==> src/rtl/riscv_fetch_pkg.sv <==
// Shared fetch types: FSM states, buffer entry layout, and default address constants.
// No logic here, so it has no latency or backpressure of its own.
package riscv_fetch_pkg;

    typedef enum logic [1:0] {
        RUN,
        DRAIN,
        HALT,
        TRAP
    } fetch_state_t;

    typedef struct packed {
        logic [63:0] pc;
        logic [31:0] inst;
    } fetch_entry_t;

    localparam int          INST_BYTES   = 4;
    localparam logic [63:0] DEF_RESET_PC = 64'h0;
    localparam logic [63:0] DEF_PROG_END = 64'd148;

endpackage

==> src/rtl/fetch_fifo.sv <==
// fetch_fifo: {pc, inst} buffer with 1-cycle write-to-read latency and up to 4 entries.
// Backpressure: the owner gates push on full (unless it also pops); flush beats push/pop.
module fetch_fifo
    import riscv_fetch_pkg::*;
#(
    parameter int DEPTH = 2
) (
    input  logic         clk,
    input  logic         reset,
    input  logic         push,
    input  logic         pop,
    input  logic         flush,
    input  fetch_entry_t wr_dat,
    output fetch_entry_t rd_dat,
    output logic [2:0]   count
);

    localparam logic [1:0] LAST = 2'(DEPTH - 1);

    // Storage is sized for the largest legal DEPTH so 2-bit pointers index it exactly.
    fetch_entry_t mem [4];
    logic [1:0]   rd_ptr;
    logic [1:0]   wr_ptr;

    always_ff @(posedge clk) begin
        if (!reset || flush) begin
            rd_ptr <= 2'd0;
            wr_ptr <= 2'd0;
            count  <= 3'd0;
        end else begin
            if (push) wr_ptr <= (wr_ptr == LAST) ? 2'd0 : wr_ptr + 2'd1;
            if (pop)  rd_ptr <= (rd_ptr == LAST) ? 2'd0 : rd_ptr + 2'd1;
            count <= count + {2'b00, push} - {2'b00, pop};
        end
    end

    always_ff @(posedge clk) begin
        if (push && !flush) mem[wr_ptr] <= wr_dat;
    end

    assign rd_dat = mem[rd_ptr];

endmodule

==> src/rtl/instruction_fetch.sv <==
// instruction_fetch: PC sequencer feeding a fetch_fifo; first word valid 1 cycle after reset, redirect target valid 2 cycles after.
// Stalls on a full buffer with no pop; FETCH_PERF_CNT_EN adds Fetch_Count/Flush_Count.
module instruction_fetch
    import riscv_fetch_pkg::*;
#(
    parameter logic [63:0] RESET_PC = DEF_RESET_PC,
    parameter logic [63:0] PROG_END = DEF_PROG_END,
    parameter int          DEPTH    = 2
) (
    input  logic        clk,
    input  logic        reset,
    output logic [63:0] Inst_Address,
    input  logic [31:0] Instruction,
    input  logic        Branch_Taken,
    input  logic [63:0] Branch_Target,
    output logic        Fetch_Valid,
    input  logic        Fetch_Ready,
    output logic [31:0] Fetch_Instruction,
    output logic [63:0] Fetch_PC,
    output logic        Halted,
    output logic        Trap
`ifdef FETCH_PERF_CNT_EN
    ,
    output logic [31:0] Fetch_Count,
    output logic [31:0] Flush_Count
`endif
);

    localparam logic [2:0] DEPTH_CNT = 3'(DEPTH);

    fetch_state_t state;
    logic [63:0]  pc;
    logic [63:0]  pc_next4;
    logic [2:0]   count;
    logic [2:0]   count_after;
    fetch_entry_t head;
    fetch_entry_t wr_entry;
    logic         redirect;
    logic         misaligned;
    logic         pop;
    logic         push;

    // A trapped core ignores redirects, so only non-TRAP requests flush.
    assign redirect    = Branch_Taken && (state != TRAP);
    assign misaligned  = (Branch_Target[1:0] != 2'b00);
    assign Fetch_Valid = (count != 3'd0);
    assign pop         = Fetch_Valid && Fetch_Ready && !redirect;
    assign push        = (state == RUN) && !redirect && ((count < DEPTH_CNT) || pop);
    assign pc_next4    = pc + 64'(INST_BYTES);
    assign count_after = count + {2'b00, push} - {2'b00, pop};
    assign wr_entry    = '{pc: pc, inst: Instruction};

    fetch_fifo #(
        .DEPTH (DEPTH)
    ) u_fifo (
        .clk    (clk),
        .reset  (reset),
        .push   (push),
        .pop    (pop),
        .flush  (redirect),
        .wr_dat (wr_entry),
        .rd_dat (head),
        .count  (count)
    );

    always_ff @(posedge clk) begin
        if (!reset) begin
            pc    <= RESET_PC;
            state <= (RESET_PC >= PROG_END) ? HALT : RUN;
            Trap  <= 1'b0;
        end else if (state == TRAP) begin
            state <= TRAP;
        end else if (redirect) begin
            if (misaligned) begin
                state <= TRAP;
                Trap  <= 1'b1;
            end else begin
                pc    <= Branch_Target;
                state <= (Branch_Target >= PROG_END) ? HALT : RUN;
            end
        end else begin
            if (push) begin
                pc <= pc_next4;
                if (pc_next4 >= PROG_END) state <= (count_after != 3'd0) ? DRAIN : HALT;
            end
            if ((state == DRAIN) && pop && (count == 3'd1)) state <= HALT;
        end
    end

`ifdef FETCH_PERF_CNT_EN
    always_ff @(posedge clk) begin
        if (!reset) begin
            Fetch_Count <= 32'd0;
            Flush_Count <= 32'd0;
        end else begin
            if (push)     Fetch_Count <= Fetch_Count + 32'd1;
            if (redirect) Flush_Count <= Flush_Count + {29'd0, count};
        end
    end
`endif

    assign Inst_Address      = pc;
    assign Fetch_Instruction = Fetch_Valid ? head.inst : 32'd0;
    assign Fetch_PC          = Fetch_Valid ? head.pc : 64'd0;
    assign Halted            = (pc >= PROG_END) && (count == 3'd0);

endmodule

==> config.mk <==
export PLATFORM = sky130hd
export DESIGN_NAME = instruction_fetch
export DESIGN_NICKNAME = d
export VERILOG_FILES = /design/src/rtl/riscv_fetch_pkg.sv /design/src/rtl/fetch_fifo.sv /design/src/rtl/instruction_fetch.sv
export SDC_FILE = /design/constraint.sdc
export NUM_CORES = 1
export LEC_CHECK = 0
export ABC_AREA = 1
export BUFFER_PORTS_ARGS = -buffer_cell sky130_fd_sc_hd__buf_2
export CORE_ASPECT_RATIO = 0.5
export CORE_MARGIN = 3
export CORE_UTILIZATION = 53
export DETAILED_ROUTE_END_ITERATION = 8
export GPL_TIMING_DRIVEN = 0
export PLACE_DENSITY = 0.77
export SETUP_SLACK_MARGIN = 0.1
export SYNTH_ARGS = -nofsm -noshare
export SYNTH_HDL_FRONTEND = slang
export SYNTH_SLANG_ARGS = --single-unit
==> constraint.sdc <==
create_clock -name clk -period 6 [get_ports clk]
set_input_delay 0 -clock clk [delete_from_list [all_inputs] [get_ports clk]]
set_output_delay 0 -clock clk [all_outputs]
set_load 0.03 [all_outputs]
# [After elaboration in Yosys (flattened, before gate mapping)]
# Memories as Yosys holds them, arrays and structs flattened. A register that Yosys moved wholly into a read port is not among the register bits.
# Cells that the tools add are included.
[op_classes] shift=0 n_reduce_logical=24 order_cmp=4 div=0 n_mul=0 n_eq_ne=7 n_bitwise=1 n_mux=19 addsub=5
[ops] operator="$mux 64" n=4
[ops] operator="$ge 64x8->1 const B" n=3
[ops] operator="$add 64x3->64 const B" n=1
[ops] operator="$mux 32" n=1
[ops] operator="$mux 2" n=12
[ops] operator="$logic_and 1x1->1" n=9
[ops] operator="$reduce_bool 4->1" n=2
[ops] operator="$eq 2x1->1 const B" n=3
[ops] operator="$reduce_and 3->1" n=2
[ops] operator="$reduce_bool 3->1" n=2
[ops] operator="$add 2x1->2 const B" n=2
[ops] operator="$ne 2x2->1 const B" n=2
[ops] operator="$reduce_bool 2->1" n=2
[ops] operator="$add 3x1->3" n=1
[ops] operator="$eq 3x1->1 const B" n=1
[ops] operator="$logic_not 3->1" n=1
[ops] operator="$lt 3x2->1 const B" n=1
[ops] operator="$sub 3x1->3" n=1
[ops] operator="$eq 2x2->1 const B" n=1
[ops] operator="$logic_not 1->1" n=2
[ops] operator="$logic_not 2->1" n=1
[ops] operator="$logic_or 1x1->1" n=2
[ops] operator="$mux 1" n=2
[ops] operator="$reduce_and 2->1" n=1
[ops] operator="$not 1->1" n=1
[totals] latch_bits=0 rom_bits=0 register_bits=74 mem_bits_rw=384 elab_cells=67 in_bits=100 memories=1 out_inout_bits=163
[memory_table] memory="u_fifo.mem" words=4 width=96 read_ports=1 rd_clocked_by_memory_dff=1 wr=1 line_no="fetch_fifo.sv:21" text="fetch_entry_t mem [4];"

# [Depth between registers and ports, before layout]
[depth] depth_word=15 ltp_mapped=21 depth_no_buf=20

# [Modules after synthesis]
# Synthesis repeated with hierarchy kept, for this count alone.
[unflattened] hier_cells=2259 hier_area_um2=21246.6
[by_module_without_submodules] module="fetch_fifo" cells_per_inst=1071 instances=1 seq_area_each_um2=11711.2 area_per_inst_um2=14792.9
[by_module_without_submodules] module="instruction_fetch" cells_per_inst=1188 instances=1 seq_area_each_um2=1341.3 area_per_inst_um2=6453.7

# [Worst setup path before layout]
# OpenSTA, ideal clock, no wires.
[synth_path] path_kind="register -> register" from="register u_fifo.count[1]" to="memory u_fifo.mem[0][0] (netlist bit) (enable)" required_ns=5.449 setup_ns=0.551 path_buffers=0 arrival_ns=5.316 period_less_slack_ns=5.867 stages_incl_launch_ff=11 path_slack_ns=0.133 cell_sequence="dfxtp_1 > nor2_1 > inv_2 > nor2_2 > nor2_1 > nand2_1 > inv_2 > or2_1 > nand4_1 > or2_2 > nor2_1"
[synth_between] elab_chain_cells=8 elab_cells_between_ends=9 classes_between="order compare (1); mux (2); reduce/logical (6)"
[synth_rtl] item="start, declared" line_no="fetch_fifo.sv:15" text="output logic [2:0] count"
[synth_rtl] item="start signal, assigned" line_no="fetch_fifo.sv:33" text="count <= count + {2'b00, push} - {2'b00, pop};"
[synth_rtl] item="$reduce_bool 3->1" line_no="instruction_fetch.sv:46" text="assign Fetch_Valid = (count != 3'd0);"
[synth_rtl] item="$logic_and 1x1->1 (2 in series)" line_no="instruction_fetch.sv:47" text="assign pop = Fetch_Valid && Fetch_Ready && !redirect;"
[synth_rtl] item="net pop" line_no="instruction_fetch.sv:40" text="logic pop;"
[synth_rtl] item="$logic_or 1x1->1" line_no="instruction_fetch.sv:48" text="assign push = (state == RUN) && !redirect && ((count < DEPTH_CNT) || pop);"
[synth_rtl] item="$logic_and 1x1->1" line_no="instruction_fetch.sv:48"
[synth_rtl] item="$logic_and 1x1->1" line_no="fetch_fifo.sv:38" text="if (push && !flush) mem[wr_ptr] <= wr_dat;"
[synth_rtl] item="$mux 1" line_no="fetch_fifo.sv:38"
[synth_rtl] item="$mux 1 (not written as such)" line_no="fetch_fifo.sv:38"
[synth_rtl] item="end, declared" line_no="fetch_fifo.sv:21"
# The timed path passes the listed nets, and every way through them passes these cells.

# [Worst setup path after layout]
[layout_path] from="register u_fifo.count[1]" to="memory u_fifo.mem[3][8] (netlist bit) (enable)"
[layout_between] elab_chain_cells=8 elab_cells_between_ends=9 classes_between="order compare (1); mux (2); reduce/logical (6)"
[layout_rtl] item="$reduce_bool 3->1" line_no="instruction_fetch.sv:46"
[layout_rtl] item="$logic_and 1x1->1 (2 in series)" line_no="instruction_fetch.sv:47"
[layout_rtl] item="net pop" line_no="instruction_fetch.sv:40"
[layout_rtl] item="$logic_or 1x1->1" line_no="instruction_fetch.sv:48"
[layout_rtl] item="$logic_and 1x1->1" line_no="instruction_fetch.sv:48"
[layout_rtl] item="net push" line_no="instruction_fetch.sv:41" text="logic push;"
[layout_rtl] item="$logic_and 1x1->1" line_no="fetch_fifo.sv:38"
[layout_rtl] item="$mux 1" line_no="fetch_fifo.sv:38"
[layout_rtl] item="$mux 1 (not written as such)" line_no="fetch_fifo.sv:38"
# The timed path passes the listed nets, and every way through them passes these cells.

==> results.cfg <==
[status]
status = completed

[worst_setup_path]
arrival_ns = 3.79
regToRegStartpoint = u_fifo.count[1]
r2r_cells = 14
cp-start-kind = flip-flop
cp-startpoint = u_fifo.count[1]
cp-endpoint = u_fifo.mem[3][8]
crit_required_ns = 6.26
r2r_end = u_fifo.mem[3][8]
endpoint_kind = flip-flop
cp_max_fo = 23
r2r_slack_ns = 2.47
setup.worst_path.class = flip-flop to flip-flop

[flow_run]
cap_violations = 0

[clock_tree]
cts.clk_slew.worst_paths_ns = 0.07
cts_tree = yes
cts_buffers = 40
clock-root-buffer = clkbuf_16
cts.sinks = 460
clock_latency_ns = 0.56
cts_resized = 0
cts_buffer_depth = 3
htree_num_levels = 2

[finish]
syn_to_final_growth_pct = 22.1
fill_cells = 2975
final_cell_mix = nor2_1, edfxtp_1, nand2_1, buf_2, o21ai_0
final_common_cell = nor2_1
fin_nets = 2702
drive_above_1_share = 0.154

[die]
coreArea_um2 = 38000
dieArea_um2 = 41800
die_y_um = 146
io_pins = 263
rows = 50
die_w_um = 286
start_util = 0.547

[synth]
synth-edff-count = 384
syn_nets = 2285
synth_flop_cell = edfxtp_1
synth-seq-cells = 460
ys_warn_count = 0
syn-instance-count = 2176
synth_seq_area_share = 0.627
synth.distinct_cells = 40
synth.cell_area_um2 = 20800
synthArstFlopShare = 0
synth_area_per_cell_um2 = 9.56

[drt]
vias = 18400
wl_um = 69300
viasPerCell = 5.86
drt_iter0_drc = 2383
postRouteAntennaNets = 0
first_pass_iters = 6
drc = 0
wire_per_inst_um = 22.0

[timing]
setup_viol = 0
finalCritPeriodShare = 0.588
skew_ns = 0.0254
rsz0062_at_grt = no
fmax_mhz = 283
tns_ns = 0
holdWs_ns = 0.0659
slew_violations = 0
setup_ws_ns = 2.47
slew_headroom = 0.369
hold_viol = 0
tightest_slew_ns = 0.947
fin_crit_ns = 3.53

[place]
port_buffers = 261
preCtsSetupSlack_ns = 2.53
dpl.hpwl_um = 48200
gp_congestion = 1.01

[pwr]
p_per_area_nw_per_um2 = 419
power_mw = 10.6
max-vdd-ir-drop_mv = 0.204
p_leak_nw = 9.60

[global_routing]
track_usage = 0.324
overflow = 0
first_global_vias = 17700
grt_pass1_wl_um = 103000
grt_max_degree = 31
antenna_found_initial = 2

[worst_hold_path]
hp-class = input pin to flip-flop
## per-stage QoR
| step | area (um2) | util | instances |
|---|---|---|---|
| floorplan | 20800 | - | 2176 |
| global placement | 22800 | 0.599 | 2957 |
| detailed placement | 23100 | 0.608 | 2971 |
| CTS | 25400 | 0.668 | 3145 |
| global route | 25400 | 0.668 | 3146 |
| finish | 25400 | 0.668 | 3146 |
## sequential cells by signal (all words and copies together), names as in the netlist, named ones only
register	flops
Trap	1
state	2
u_fifo.count	3
u_fifo.mem	384
Inst_Address	64
u_fifo.rd_ptr	2
u_fifo.wr_ptr	2
## how the worst min path moves through the flow
stage	slack, ns	start	endpoint	cells past startpoint
after CTS	0.02	reset	Inst_Address[2]	3
after global placement	0.21	Instruction[5]	u_fifo.mem[3][5]	1
after floorplan	0.1	Instruction[0]	u_fifo.mem[0][0]	0
after detailed placement	0.22	Instruction[24]	u_fifo.mem[1][24]	1
after global routing	0.06	reset	Inst_Address[2]	3
final	0.07	Fetch_Ready	flip-flop	5
## kinds of logic (layout without fill, tap and decap cells)
logic type	Yosys count	in the layout	share of synthesized area
AOI/OAI and AO/OA	463	463	0.116
xor gates and xnor gates	15	15	0.00631
adders and majority gates	9	9	0.00577
buffers and inverters	213	662	0.0402
DFF	460	460	0.627
other	0	1	0
and+or+nand+nor	1016	1016	0.204
## worst max-delay path, cell delays in order (launching register included)
cell and delay (ns):
dfxtp_1 0.37, nor2_1 0.07, inv_2 0.06, nor2_2 0.14
nor2_1 0.40, nand2_1 0.12, inv_2 0.09, or2_1 0.09
nand4_1 0.15, inv_2 0.15, nand2_1 0.25, nor2_4 0.64
buf_16 0.25, buf_12 0.21, buf_16 0.19
## final cells by class
cell class / instances / area [um2] / share of cell area
Multi-Input combinational cell: 1503 / 6950 / 0.274
Clock inverter: 18 / 184 / 0.00724
Sequential cell: 460 / 13100 / 0.514
Clock buffer: 56 / 1110 / 0.0438
Inverter: 107 / 402 / 0.0158
Timing Repair Buffer: 375 / 2630 / 0.103
Antenna cell: 1 / 2.50 / 0.0000985
Buffer: 106 / 435 / 0.0171
Tap cell: 520 / 651 / 0.0256
## layer usage
| metal | GRT usage | routed length, um |
|---|---|---|
| met1 | 0.450 | 27600 |
| met4 | 0.116 | 2700 |
| met2 | 0.524 | 31800 |
| met5 | 0 | 0 |
| met3 | 0.0502 | 7150 |
## Yosys cell counts (3+ instances only)
cell type	count	area (um2)
nor4_1	20	125
a31oi_1	7	43.8
nand3_1	64	320
o21ai_1	5	25.0
clkbuf_1	78	293
nor2_2	15	93.8
nand2_1	313	1170
nor2_1	528	1980
buf_2	3	15.0
buf_1	19	71.3
ha_1	8	100
xnor2_1	5	43.8
buf_4	3	22.5
inv_2	16	60.1
a21oi_1	148	741
xor2_1	10	87.6
o22ai_1	16	100
nand2_2	8	50.1
nor2_4	11	124
o21ai_0	259	1300
nor3_1	10	50.1
nand3b_1	6	45.0
nand4_1	31	194
o211ai_1	19	143
inv_1	89	334
edfxtp_1	384	11500
buf_6	3	33.8
a211oi_1	7	52.6
dfxtp_1	76	1520
## power by group
group | internal, mW | switching (mW)
clock network | 1.40 | 1.18
registers | 4.09 | 0.661
logic | 0.918 | 2.39
total | 6.41 | 4.23
## repair_timing
action / 4_1_cts / 5_1_grt
buffers inserted: 0 / 0
hold endpoints to repair: 194 / 0
hold buffers: 100 / 0
Note: power is estimated with default switching activity, not from simulation.
